### config.mk
export PLATFORM = sky130hd
export DESIGN_NAME = sram_sp_bwe_init
export DESIGN_NICKNAME = d
export VERILOG_FILES = /design/src/rtl/sram_sp_bwe_init.sv
export SDC_FILE = /design/constraint.sdc
export NUM_CORES = 1
export LEC_CHECK = 0
export CORE_AREA = 2 2 546 277
export DETAILED_ROUTE_END_ITERATION = 12
export DIE_AREA = 0 0 548 279
export PLACE_DENSITY_LB_ADDON = 0.1
export SYNTH_ARGS = -nofsm -noshare
export SYNTH_HDL_FRONTEND = slang
export SYNTH_SLANG_ARGS = --single-unit
### constraint.sdc
create_clock -name CLK -period 39.7 [get_ports CLK]
set_input_delay 7.94 -clock CLK [delete_from_list [all_inputs] [get_ports CLK]]
set_output_delay 7.94 -clock CLK [all_outputs]
set_load 0.03 [all_outputs]
### src/rtl/sram_sp_bwe_init.sv
// Behavioural single-port synchronous SRAM with per-bit active-low write mask and a post-reset clear sequencer.
// Define SRAM_RAND_OUT_EN to drive Q with pseudo-random data on every cycle that is not a read.
module sram_sp_bwe_init #(
    parameter int Bits       = 261,
    parameter int Word_Depth = 4,
    parameter int Add_Width  = 2
) (
    input  logic                 CLK,
    input  logic                 RSTB,
    input  logic                 CEB,
    input  logic                 WEB,
    input  logic [Bits-1:0]      BWEB,
    input  logic [Add_Width-1:0] A,
    input  logic [Bits-1:0]      D,
    output logic [Bits-1:0]      Q,
    output logic                 INIT_DONE
);

    // state | meaning
    // CLEAR | zeroing the array one word per edge; accesses ignored
    // DONE  | clear finished, array accepts reads and writes
    typedef enum logic {
        CLEAR = 1'b0,
        DONE  = 1'b1
    } state_t;

    localparam logic [Add_Width-1:0] LAST_WORD = Add_Width'(Word_Depth - 1);

    state_t                 state;
    logic [Add_Width-1:0]   cnt;
    logic [Bits-1:0]        ram [Word_Depth];

    logic addr_ok;
    logic acc_wr;
    logic acc_rd;

    assign addr_ok = (32'(A) < 32'(Word_Depth));
    assign acc_wr  = (state == DONE) && !CEB && !WEB && addr_ok;
    assign acc_rd  = (state == DONE) && !CEB && WEB;

    always_ff @(posedge CLK or negedge RSTB) begin
        if (!RSTB) begin
            state     <= CLEAR;
            cnt       <= '0;
            INIT_DONE <= 1'b0;
        end else begin
            case (state)
                CLEAR: begin
                    // Counter parks on the last word instead of wrapping.
                    if (cnt == LAST_WORD) begin
                        state     <= DONE;
                        INIT_DONE <= 1'b1;
                    end else begin
                        cnt <= cnt + 1'b1;
                    end
                end
                DONE: begin
                    state     <= DONE;
                    INIT_DONE <= 1'b1;
                end
                default: begin
                    state     <= CLEAR;
                    cnt       <= '0;
                    INIT_DONE <= 1'b0;
                end
            endcase
        end
    end

    // Storage has no reset; contents are rebuilt by the clear sequence.
    always_ff @(posedge CLK) begin
        if (state == CLEAR) begin
            ram[cnt] <= '0;
        end else if (acc_wr) begin
            ram[A] <= (ram[A] & BWEB) | (D & ~BWEB);
        end
    end

`ifdef SRAM_RAND_OUT_EN
    localparam int RAND_WORDS = (Bits + 31) / 32;

    function automatic logic [Bits-1:0] rand_word();
        logic [RAND_WORDS*32-1:0] r;
        r = '0;
        for (int i = 0; i < RAND_WORDS; i++) begin
            r[i*32 +: 32] = $random;
        end
        return r[Bits-1:0];
    endfunction

    always_ff @(posedge CLK or negedge RSTB) begin
        if (!RSTB) begin
            Q <= '0;
        end else if (acc_rd) begin
            Q <= addr_ok ? ram[A] : 'x;
        end else begin
            Q <= rand_word();
        end
    end
`else
    always_ff @(posedge CLK or negedge RSTB) begin
        if (!RSTB) begin
            Q <= '0;
        end else if (acc_rd) begin
            Q <= addr_ok ? ram[A] : 'x;
        end
    end
`endif

endmodule

Word-level counts from Yosys, hierarchy flattened --
Memories as Yosys holds them, arrays and structs flattened. Cells that the tools add are included.
Storage, ports and cells: register bits 265, bits in writable memories 1044, input bits 528, output and inout port bits 262, memories kept 1
Memory list:
- ram | depth 4, bits a word 261, read ports 1, clocked after memory_dff 0, wr ports 1, RTL line 31 | logic [Bits-1:0] ram [Word_Depth];
Cells by class: add/subtract/negate cells 1, eq/ne operators 2, mux-type cells 11, bitwise operators 6, reductions and logical operators 7
Operator list (count):
- 261-bit bitwise AND | 2
- 261-bit two-way mux | 1
- 261-bit inverter | 1
- 261-bit bitwise OR | 1
- 261-bit OR reduction | 1
- 1-bit two-way mux | 7
- 1-bit case mux with 2 select lines | 2
- 1-bit logical AND | 3
- 2-bit by 1-bit adder with 2-bit output, second input constant | 1
- 2-bit == test, second input constant | 1
- 1-bit zero test | 2
- 2-bit two-way mux | 1
- 2-bit inequality test, second input constant | 1
- 1-bit inverter | 2
- 2-bit AND reduction | 1

Depth between registers and ports, before layout --
Gate-level depths: netlist of the first run.
depth in word-level cells 8, gate-level depth with buffers 6

Worst setup path after synthesis of the first run --
Ideal clock, no wire load.
kind input to register, from input port A[0], to memory ram[1][0] (enable), library setup time 955 ps, data arrival time 20693 ps, setup slack 18052 ps, cell stages on the path 4, path buffers 2, path through buf_6 buf_2 nand2_1 o2bb2ai_1
Between the ends: cells in the longest elaborated chain, start to end 1
Ends and longest elaborated chain:
- start: declaration | RTL line 13 | input logic [Add_Width-1:0] A,
- 2-bit two-way mux (no line)
- end: declaration | RTL line 31
Every way passes these cells.

Final worst setup path of the first run --
from input port CEB, to memory ram[2][168] (enable)
Between the ends: cells in the longest elaborated chain, start to end 8
Ends and longest elaborated chain:
- start: declaration | RTL line 10 | input logic CEB,
- 1-bit zero test * | RTL line 38 | assign acc_wr = (state == DONE) && !CEB && !WEB && addr_ok;
- 1-bit logical AND * (2 in series) | RTL line 38
- 1-bit two-way mux * | RTL line 74 | end else if (acc_wr) begin
- 1-bit two-way mux * | RTL line 72 | if (state == CLEAR) begin
- 1-bit two-way mux (not written as such) * | RTL line 75 | ram[A] <= (ram[A] & BWEB) | (D & ~BWEB);
- 261-bit OR reduction (no line)
- 2-bit two-way mux (no line) / 1-bit two-way mux (equally long branches)
Every way passes the cells marked *; elsewhere a longest branch is shown, timed or not.

==> metrics.md, run 1 <==
| Metric | Value |
|---|---|
| Status | `complete, no violations` |
| GRT Util Overall | `0.171` |
| Die area | `~150000 sq um` |
| Maximum net fanout on the critical path | `60` |
| Die width | `between 500 and 600 um` |
| CP arrival | `between 10 and 15 ns` |
| Clk slew on worst S/H paths | `~0.060 ns` |
| RSZ-0062 raised after global routing | `no` |
| Syn Nets | `~3.0k` |
| Final Critical Period | `roughly 12 ns` |
| CP startpoint kind | `input pin` |
| Fin. max-slew vios | `0` |
| Drt drc | `0` |
| Worst-Margin Slew | `1.10 ns` |
| Row count | `100` |
| I/O Buffers | `around 800` |
| Slew margin rel. | `0.264` |
| Initial Utilization | `0.348` |
| Post-synthesis cell count | `2490` |
| Post-synth EDFFs | `between 1k and 1.5k` |
| Crit. End Element | `flop` |
| Fmax | `approximately 0.083 GHz` |
| CTS sink cnt | `around 1.3k` |
| CTS tree | `built` |
| Final Routed Wirelength | `between 100 and 150 mm` |
| Initial antenna violation count | `13` |
| Synthesized area | `51500 sq um` |
| Setup tns final | `0 ns` |
| Net Sw Frac | `0.241` |
| WL/cell | `between 20 and 25 um` |
| Core area | `148000 sq um` |
| Clk root buf | `clkbuf_16` |
| WS Path Type | `input pin to flop` |
| P&R area growth vs syn | `26.9%` |
| Synth area leaders | `edfxtp_1 (61%), dfrtp_1 (13%), mux4_2 (11%)` |
| HPWL Detailed | `86.6 mm` |
| Final Hold Fails | `0` |
| Clock share of power | `0.371` |
| Number of global-route vias before repair | `between 20k and 30k` |
| Gr ovfl total | `0` |
| Synth Flop Type | `edfxtp_1` |
| H-tree depth | `3` |
| Seq pwr share | `0.495` |
| Top post-synthesis cells by count | `edfxtp_1 (1044), dfrtp_1 (265), nor2_1 (264)` |
| Yosys top cell area share | `0.609` |
| Routability cong. | `around 0.76` |
| Drt first pass iters | `5` |
| Count leader, synth | `edfxtp_1` |
| Register area share after synthesis | `0.738` |
| Num CTS Buffers | `between 100 and 150` |
| HP Class | `flop to flop` |
| Post-CTS Setup Bufs | `0` |
| Via count | `about 26k` |
| Global-route wire length before repair | `195 mm` |
| Yosys cell types | `26` |
| Post_cts resized | `0` |
| Worst EP required | `between 40 and 50 ns` |
| IO Pins | `790` |
| Antenna violation net count after detailed routing | `0` |
| Syn avg cell area | `20.7 sq um` |
| Largest net degree at the start of global routing | `between 100 and 150` |
| Async SR Flop Fraction | `0.202` |
| Place WS | `about 27 ns` |
| Combinational Power Share | `0.134` |
| Cell area power density | `48.8 nW/um^2` |
| Via density | `4.87` |
| Final Cycle Share | `0.303` |
| Static leakage | `around 23 nW` |
| NetSw | `just under 0.0008 W` |
| #FFs+latches synth | `1309` |
| Synth warn | `0` |
| Starting DRT DRC Count | `1656` |
| Final net count | `between 3k and 4k` |
| Fin worst setup slack | `between 20 and 30 ns` |
| Max_cap viols | `0` |
| VDD IR-drop max | `0.0366 mV` |
| Worst Skew | `~0.043 ns` |
| Hold-fix buffers, CTS | `0` |
| # setup viols final | `0` |
| Layout cell share with drive strength beyond 1 | `0.215` |
| DIE HEIGHT | `between 200 and 300 um` |
| Post-synth top area cell | `edfxtp_1` |
| Internal | `between 0.002 and 0.0025 W` |
| Clk buf depth | `3` |
| Skew-Pair Late Insertion Delay | `between 0.7 and 0.8 ns` |
## critical path, cell delays in order
cell and delay (ns):
clkdlybuf4s50_1 0.45, or3b_4 0.63, buf_4 0.40, nor2_1 0.24, a22o_4 0.83, buf_4 0.86
buf_4 0.76
## routing by layer
metal,up-vias,GRT usage,routed length (um),part of all wire
met2,551,0.292,67300,0.51
met3,159,0.0344,5910,0.044
li1,11600,-,-,-
met5,-,0.00344,152,0.0011
met1,14100,0.227,57500,0.43
met4,14,0.0334,2090,0.016
## worst paths after layout
path	cells after the start	endpoint	slack, ns	startpoint
max	7	ram[2][168]	27.66	CEB
min reg2reg	1	INIT_DONE	0.48	INIT_DONE
min	1	INIT_DONE	0.48	INIT_DONE
max in group asynchronous	3	Q[168]	30.33	RSTB
min in group asynchronous	1	Q[249]	7.24	RSTB
max reg2reg	6	ram[2][168]	34.89	state
## final cells by class
cell class                 instances  area (sq um)
clock inverter                    48           561
fill                           12800         82400
sequential                      1309         38000
antenna                            7          17.5
clock buffer                     177          3480
inverter                           2          7.51
tap                             1989          2490
timing repair buffer             823          8220
multi-input combinational       1062         12600
## cells by family after synthesis
group                      after synthesis  synth area share
DFF                                   1309             0.738
muxes                                  783             0.222
and+or+nand+nor                        272            0.0202
buffers and inverters                  119            0.0190
AOI/OAI and AO/OA                        5          0.000778
xor gates and xnor gates                 1          0.000170
adders and majority gates                1          0.000243
## power groups by stage
stage,sequential (W),combinational (W),clock (W)
after floorplan,0.00169,0.000137,0
after global placement,0.00160,0.000433,0
after detailed placement,0.00161,0.000436,0
after CTS,0.00158,0.000438,0.00122
after global routing,0.00158,0.000452,0.00127
final,0.00158,0.000429,0.00118
## cells in the final DEF (no fill, tap or decap), types with 2 or more instances in the layout
master	instances
clkbuf_16	123
buf_12	4
buf_4	30
diode_2	7
bufinv_16	10
mux4_2	261
clkbuf_1	34
clkdlybuf4s50_1	786
dfrtp_1	265
clkinv_16	2
nand2_1	2
clkbuf_8	20
clkinvlp_4	3
clkinv_2	10
mux2i_1	261
inv_1	2
buf_8	3
clkinv_1	18
nor2_1	264
edfxtp_1	1044
mux2_2	261
## flip-flops by register name, summed over array words and instances, names as in the netlist
signal	flops
cnt	2
ram	1044
INIT_DONE	1
Q	261
state	1
## per-stage QoR
stage	hold slack (ns)	std cells	utilization	power, W	instance area, sq um
4_1_cts	0.480	5410	0.442	0.00323	65300
3_5_place_dp	0.458	5185	0.415	0.00204	61300
2_1_floorplan	0.482	2490	-	0.00183	51500
6_report	0.483	5417	0.442	0.00319	65300
5_1_grt	0.487	5417	0.442	0.00331	65300
3_3_place_gp	0.471	5185	0.415	0.00204	61300
Power figures use the tool's default switching activity.
==> inputs of run 2 (changes only) <==
==> constraint.sdc (replaced) <==
create_clock -name CLK -period 11.4 [get_ports CLK]
set_input_delay 2.28 -clock CLK [delete_from_list [all_inputs] [get_ports CLK]]
set_output_delay 2.28 -clock CLK [all_outputs]
set_load 0.03 [all_outputs]
==> run 2 against run 1 <==
Net effect:
- power grew to 3.5 times the previous value
- sequential cell count is the same
- wire length grew 1.7%
- cell count shrank 0.17%
- critical path depth is the same
- sequential power grew to 3.5 times the previous value
- clock-buffer cell count shrank 16
- largest power group unchanged
==> metrics.md, run 2 (synthesis results as in run 1) <==
| Metric | Value |
|---|---|
| Number of global-route vias before repair | `29.0k (+0.89%)` |
| Hold path depth | `1 (unchanged)` |
| Fin worst setup slack | `5.60 ns (-22.06 ns)` |
| Post-route design area | `65300 sq um (-0.11%)` |
| RSZ-0062 raised after global routing | `no` |
| Worst Skew | `0.0251 ns (-0.0181 ns)` |
| HPWL Detailed | `87.0 mm (+0.48%)` |
| Crit. End Element | `flop` |
| Final Routed Wirelength | `135 mm (+1.7%)` |
| CP arrival | `6.13 ns (-6.23 ns)` |
| Cell area power density | `170 nW/um^2 (+250%)` |
| Initial Utilization | `0.348 (unchanged)` |
| Largest stage delay, worst path | `0.74 ns (-0.12 ns)` |
| Skew-Pair Late Insertion Delay | `0.70 ns (-0.02 ns)` |
| Final Hold Fails | `0 (unchanged)` |
| Static leakage | `22.8 nW (-0.11%)` |
| Fmax | `approximately 0.17 GHz` |
| Num CTS Buffers | `119 (+0.85%)` |
| Routability cong. | `0.787 (+3.0%)` |
| CTS sink cnt | `1309 (unchanged)` |
| CP most frequent cell | `buf_4` |
| Worst EP required | `11.73 ns (-28.29 ns)` |
| WS Path Type | `input pin to flop` |
| Final net count | `3846 (+0.026%)` |
| Drt drc | `0 (unchanged)` |
| Setup tns final | `0 ns (unchanged)` |
| Layout cell share with drive strength beyond 1 | `0.217 (+0.00165)` |
| # setup viols final | `0 (unchanged)` |
| Max reg flops | `1044 (unchanged)` |
| Via count | `26.5k (+0.61%)` |
| Max_cap viols | `0 (unchanged)` |
| Die width | `548 um (unchanged)` |
| Global-route wire length before repair | `199 mm (+2.1%)` |
| HP Class | `flop to flop` |
| R2r worst-path depth | `6 (unchanged)` |
| Slowest cell on crit path | `buf_4` |
| Core area | `148000 sq um (unchanged)` |
| Starting DRT DRC Count | `1662 (+0.36%)` |
| VDD IR-drop max | `0.114 mV (+210%)` |
| Post-DP Area | `61300 sq um (unchanged)` |
| R2r endpoint | `ram[0][177]` |
| H-tree depth | `3 (unchanged)` |
| Most common cell after layout, fill and taps aside | `edfxtp_1` |
| Worst flop-to-flop path startpoint | `state` |
| Antenna violation net count after detailed routing | `0 (unchanged)` |
| Clk buf depth | `3 (unchanged)` |
| Worst-Margin Slew | `1.11 ns (+0.00551 ns)` |
| Row count | `100 (unchanged)` |
| IO Pins | `790 (unchanged)` |
| Place WS | `4.81 ns (-21.96 ns)` |
| CTS tree | `built` |
| Hold-fix buffers, CTS | `0 (unchanged)` |
| Largest net degree at the start of global routing | `147 (+0.68%)` |
| Die area | `153000 sq um (unchanged)` |
| Via density | `4.91 (+0.77%)` |
| Status | `complete, no violations` |
| GRT Util Overall | `0.174 (+0.00322)` |
| CP delay by family, top | `buffers and inverters` |
| I/O Buffers | `789 (unchanged)` |
| P&R area growth vs syn | `26.7%` |
| Finished Core Util | `0.442 (-0.000474)` |
| Commonest non-fill, non-tap cells in the layout | `edfxtp_1 (1044), clkdlybuf4s50_1 (786), dfrtp_1 (265)` |
| Clk root buf | `clkbuf_16` |
| Post-CTS Setup Bufs | `0 (unchanged)` |
| Fillers | `12.7k (-0.58%)` |
| DIE HEIGHT | `279 um (unchanged)` |
| Final Critical Period | `approximately 5.8 ns` |
| Fin. max-slew vios | `0 (unchanged)` |
| Min-Delay Endpoint | `INIT_DONE` |
| Drt first pass iters | `5 (unchanged)` |
| Maximum net fanout on the critical path | `65 (+8.3%)` |
| WL/cell | `25.0 um (+1.8%)` |
| Final Cycle Share | `0.508` |
| Top Registers | `ram x1044, Q x261, cnt x2` |
| Initial antenna violation count | `4 (-9)` |
| Most flops, register | `ram` |
| WHS | `0.470 ns (-0.0132 ns)` |
| Slew margin rel. | `0.261 (-0.00367)` |
| Clk slew on worst S/H paths | `0.06 ns (about the same)` |
| Gr ovfl total | `0 (unchanged)` |
| Post_cts resized | `0 (unchanged)` |
| Worst Min Path Start | `INIT_DONE` |
| CP Cell Sequence | `clkdlybuf4s50_1, or3b_4, buf_4, nor3_1, a21o_4, buf_4, buf_4` |
| FF-to-FF setup slack | `7.18 ns (-27.71 ns)` |
| CP startpoint kind | `input pin` |
| Buf/Inv on CP | `4 (unchanged)` |
[run 2: cell count changes in the layout (fill, tap and decap cells not counted), sizes merged]
cell,delta
diode,-6
clkbuf,-16
clkinv,+6
clkinvlp,+3
bufinv,+4
[run 2: metal layers]
metal  part of all wire  track usage  vias to the layer above
li1                   -            -                    11600
met1               0.44        0.239                    14200
met2               0.50        0.294                      576
met3              0.042       0.0294                      149
met4              0.016       0.0330                        6
met5            0.00027            0                        -
[run 2: worst max-delay path by stage]
stage / from / to / depth (start not counted)
after floorplan: A[0] / ram[1][0] / 4
after global placement: CEB / ram[0][67] / 7
after detailed placement: CEB / ram[0][64] / 7
after CTS: CEB / ram[0][69] / 7
after global routing: CEB / ram[0][68] / 7
final: CEB / ram[0][177] / 7
[run 2: cell type report]
class                      count  area (sq um)  share of cell area
tap                         1989          2490              0.0381
clock inverter                61           699              0.0107
multi-input combinational   1062         12600               0.193
clock buffer                 161          3290              0.0504
antenna                        1          2.50           0.0000383
sequential                  1309         38000               0.582
inverter                       2          7.51            0.000115
timing repair buffer         823          8220               0.126
[run 2: power breakdown]
part | leakage (nW) | switching [W] | total, W | internal, W
Combinational | 8.09 | 0.000794 | 0.00149 | 0.000694
Clock | 1.94 | 0.00178 | 0.00412 | 0.00234
Sequential | 12.8 | 0.000117 | 0.00551 | 0.00539
[run 2: metrics by stage]
stage	power (W)	instances
2_1_floorplan	0.00637	2490
3_3_place_gp	0.00710	5185
3_5_place_dp	0.00713	5185
4_1_cts	0.0113	5407
5_1_grt	0.0115	5408
6_report	0.0111	5408
==> inputs of run 3 (changes only) <==
==> constraint.sdc (replaced) <==
create_clock -name CLK -period 4.98 [get_ports CLK]
set_input_delay 0.996 -clock CLK [delete_from_list [all_inputs] [get_ports CLK]]
set_output_delay 0.996 -clock CLK [all_outputs]
set_load 0.03 [all_outputs]
==> run 3 against run 2 <==
Net effect:
- clock power is 130% higher
- worst hold slack worse by 0.18 ns
- core utilization is 0.46 points higher
- sequential power is 130% higher
- final area is 1.1% higher
- clock-buffer cell count is 7 lower
- sequential share of layout area is 0.61 points lower
- via count is 0.21% lower
- non-clock buffer count is 37 higher
- clock skew is 0.0065 ns lower
- critical path type unchanged
- combinational power is 130% higher
- critical endpoint is now ram[0][214]
- setup slack worse by 3.6 ns
==> metrics.md, run 3 (synthesis results as in run 1) <==
| Metric | Value |
|---|---|
| Commonest non-fill, non-tap cells in the layout | `edfxtp_1 (1044), clkdlybuf4s50_1 (786), dfrtp_1 (265)` |
| Final Critical Period | `between 2 and 3 ns` |
| Hold-fix buffers, CTS | `0 (unchanged)` |
| Drt drc | `0 (unchanged)` |
| Routability cong. | `0.762 (-3.3%)` |
| HPWL Detailed | `88.0 mm (+1.2%)` |
| HP Class | `input pin to async pin` |
| Crit. End Element | `flop` |
| VDD IR-drop max | `0.238 mV (+110%)` |
| Fillers | `12.6k (-0.74%)` |
| Max_cap viols | `0 (unchanged)` |
| Post-placement cell count | `5222 (+0.71%)` |
| Worst flop-to-flop path startpoint | `state` |
| Max reg flops | `1044 (unchanged)` |
| Initial Utilization | `0.348 (unchanged)` |
| Static leakage | `23.2 nW (+1.4%)` |
| CP startpoint kind | `input pin` |
| Die width | `548 um (unchanged)` |
| Initial antenna violation count | `11 (+7)` |
| Fin cells | `5452 (+0.81%)` |
| R2r worst-path depth | `4 (-2)` |
| Fmax | `~0.33 GHz` |
| Post-DP Area | `61900 sq um (+1.1%)` |
| Starting DRT DRC Count | `1765 (+6.2%)` |
| Via count | `26.5k (-0.21%)` |
| Clk buf depth | `3 (unchanged)` |
| CP arrival | `3.39 ns (-2.74 ns)` |
| Gr ovfl total | `0 (unchanged)` |
| Num CTS Buffers | `118 (-0.84%)` |
| IO Pins | `790 (unchanged)` |
| WS Path Type | `input pin to flop` |
| Worst Setup SP | `WEB` |
| I/O Buffers | `789 (unchanged)` |
| R2r endpoint | `ram[0][214]` |
| Worst EP required | `5.37 ns (-6.36 ns)` |
| Maximum net fanout on the critical path | `100 (+54%)` |
| Core area | `148000 sq um (unchanged)` |
| Layout cell share with drive strength beyond 1 | `0.225 (+0.00781)` |
| Post_cts resized | `0 (unchanged)` |
| P&R area growth vs syn | `28.1%` |
| Largest net degree at the start of global routing | `108 (-27%)` |
| WL/cell | `24.5 um (-2.1%)` |
| Most flops, register | `ram` |
| CTS sink cnt | `1309 (unchanged)` |
| Final Hold Fails | `0 (unchanged)` |
| Post-route design area | `66000 sq um (+1.1%)` |
| Cell area power density | `387 nW/um^2 (+130%)` |
| H-tree depth | `3 (unchanged)` |
| FF-to-FF setup slack | `2.27 ns (-4.91 ns)` |
| Die area | `153000 sq um (unchanged)` |
| Final Cycle Share | `0.601` |
| DIE HEIGHT | `279 um (unchanged)` |
| # setup viols final | `0 (unchanged)` |
| Post-CTS Setup Bufs | `0 (unchanged)` |
| GRT Util Overall | `0.172 (-0.00196)` |
| Final Routed Wirelength | `134 mm (-1.3%)` |
| Row count | `100 (unchanged)` |
| RSZ-0062 raised after global routing | `no` |
| Crit path to | `ram[0][214]` |
| Worst-Margin Slew | `1.12 ns (+0.00690 ns)` |
| Global-route wire length before repair | `197 mm (-1.2%)` |
| Slew margin rel. | `0.256 (-0.00460)` |
| Status | `complete, no violations` |
| Fin. max-slew vios | `0 (unchanged)` |
| Number of global-route vias before repair | `29.1k (+0.36%)` |
| Drt first pass iters | `5 (unchanged)` |
| Clk root buf | `clkbuf_16` |
| CTS tree | `built` |
| Final net count | `3882 (+0.94%)` |
| Clk slew on worst S/H paths | `0.07 ns (about the same)` |
| Setup tns final | `0 ns (unchanged)` |
| Top Registers | `ram x1044, Q x261, cnt x2` |
| Antenna violation net count after detailed routing | `0 (unchanged)` |
| Skew-Pair Late Insertion Delay | `0.71 ns (about the same)` |
| Most common cell after layout, fill and taps aside | `edfxtp_1` |
| Via density | `4.86 (-1.0%)` |
| Worst Skew | `0.0186 ns (-0.00650 ns)` |
run 3: cell types whose count changed in the layout (fill, tap and decap cells not counted), moves of 2 or more:
| cell | delta |
|---|---|
| buf_12 | +29 |
| buf_4 | +8 |
| diode_2 | +7 |
| clkbuf_8 | -5 |
| clkinv_1 | +5 |
| bufinv_16 | +3 |
| clkinv_8 | -3 |
| clkinv_2 | -2 |
| clkinv_4 | +2 |
| inv_16 | +2 |
run 3: final cells by class:
| cell class | instances | area (sq um) | area share |
|---|---|---|---|
| antenna | 8 | 20.0 | 0.000304 |
| clock buffer | 154 | 3190 | 0.0484 |
| clock inverter | 68 | 807 | 0.0122 |
| inverter | 2 | 7.51 | 0.000114 |
| multi-input combinational | 1062 | 12600 | 0.191 |
| sequential | 1309 | 38000 | 0.576 |
| tap | 1989 | 2490 | 0.0377 |
| timing repair buffer | 860 | 8860 | 0.134 |
run 3: layer usage:
layer  GRT usage  share of wire  wire [um]
met5           0        0.00041         55
met1       0.230           0.44      58400
met3      0.0308          0.039       5230
met2       0.293           0.50      67100
met4      0.0402          0.021       2780
run 3: how the worst min path moves through the flow:
stage / startpoint / end / slack [ns] / cells after the start
5_1_grt: RSTB / Q[246] / 0.32 / 1
4_1_cts: RSTB / Q[245] / 0.28 / 1
6_report: RSTB / Q[246] / 0.29 / 1
3_3_place_gp: INIT_DONE / INIT_DONE / 0.47 / 1
3_5_place_dp: INIT_DONE / INIT_DONE / 0.47 / 1
2_1_floorplan: cnt[0] / cnt[0] / 0.48 / 1
run 3: where the power goes:
group	leakage, nW	internal, W	switching, W	total [W]
Sequential	12.8	0.0123	0.000251	0.0126
Combinational	8.41	0.00162	0.00181	0.00343
Clock	1.94	0.00540	0.00412	0.00952
Total	23.2	0.0194	0.00618	0.0255
run 3: stage by stage:
step | hold slack [ns] | worst slack, ns | power (W) | utilization
floorplan | 0.482 | -0.680 | 0.0146 | -
global placement | 0.473 | 1.22 | 0.0163 | 0.419
detailed placement | 0.471 | 1.24 | 0.0163 | 0.419
CTS | 0.277 | 1.99 | 0.0259 | 0.446
global route | 0.315 | 1.92 | 0.0265 | 0.446
finish | 0.294 | 1.99 | 0.0255 | 0.446
run 3: worst max-delay path, cell delays in order:
cell	delay, ns
clkdlybuf4s50_1	0.55
or3b_4	0.31
buf_12	0.37
buf_4	0.64
nor2_1	0.21
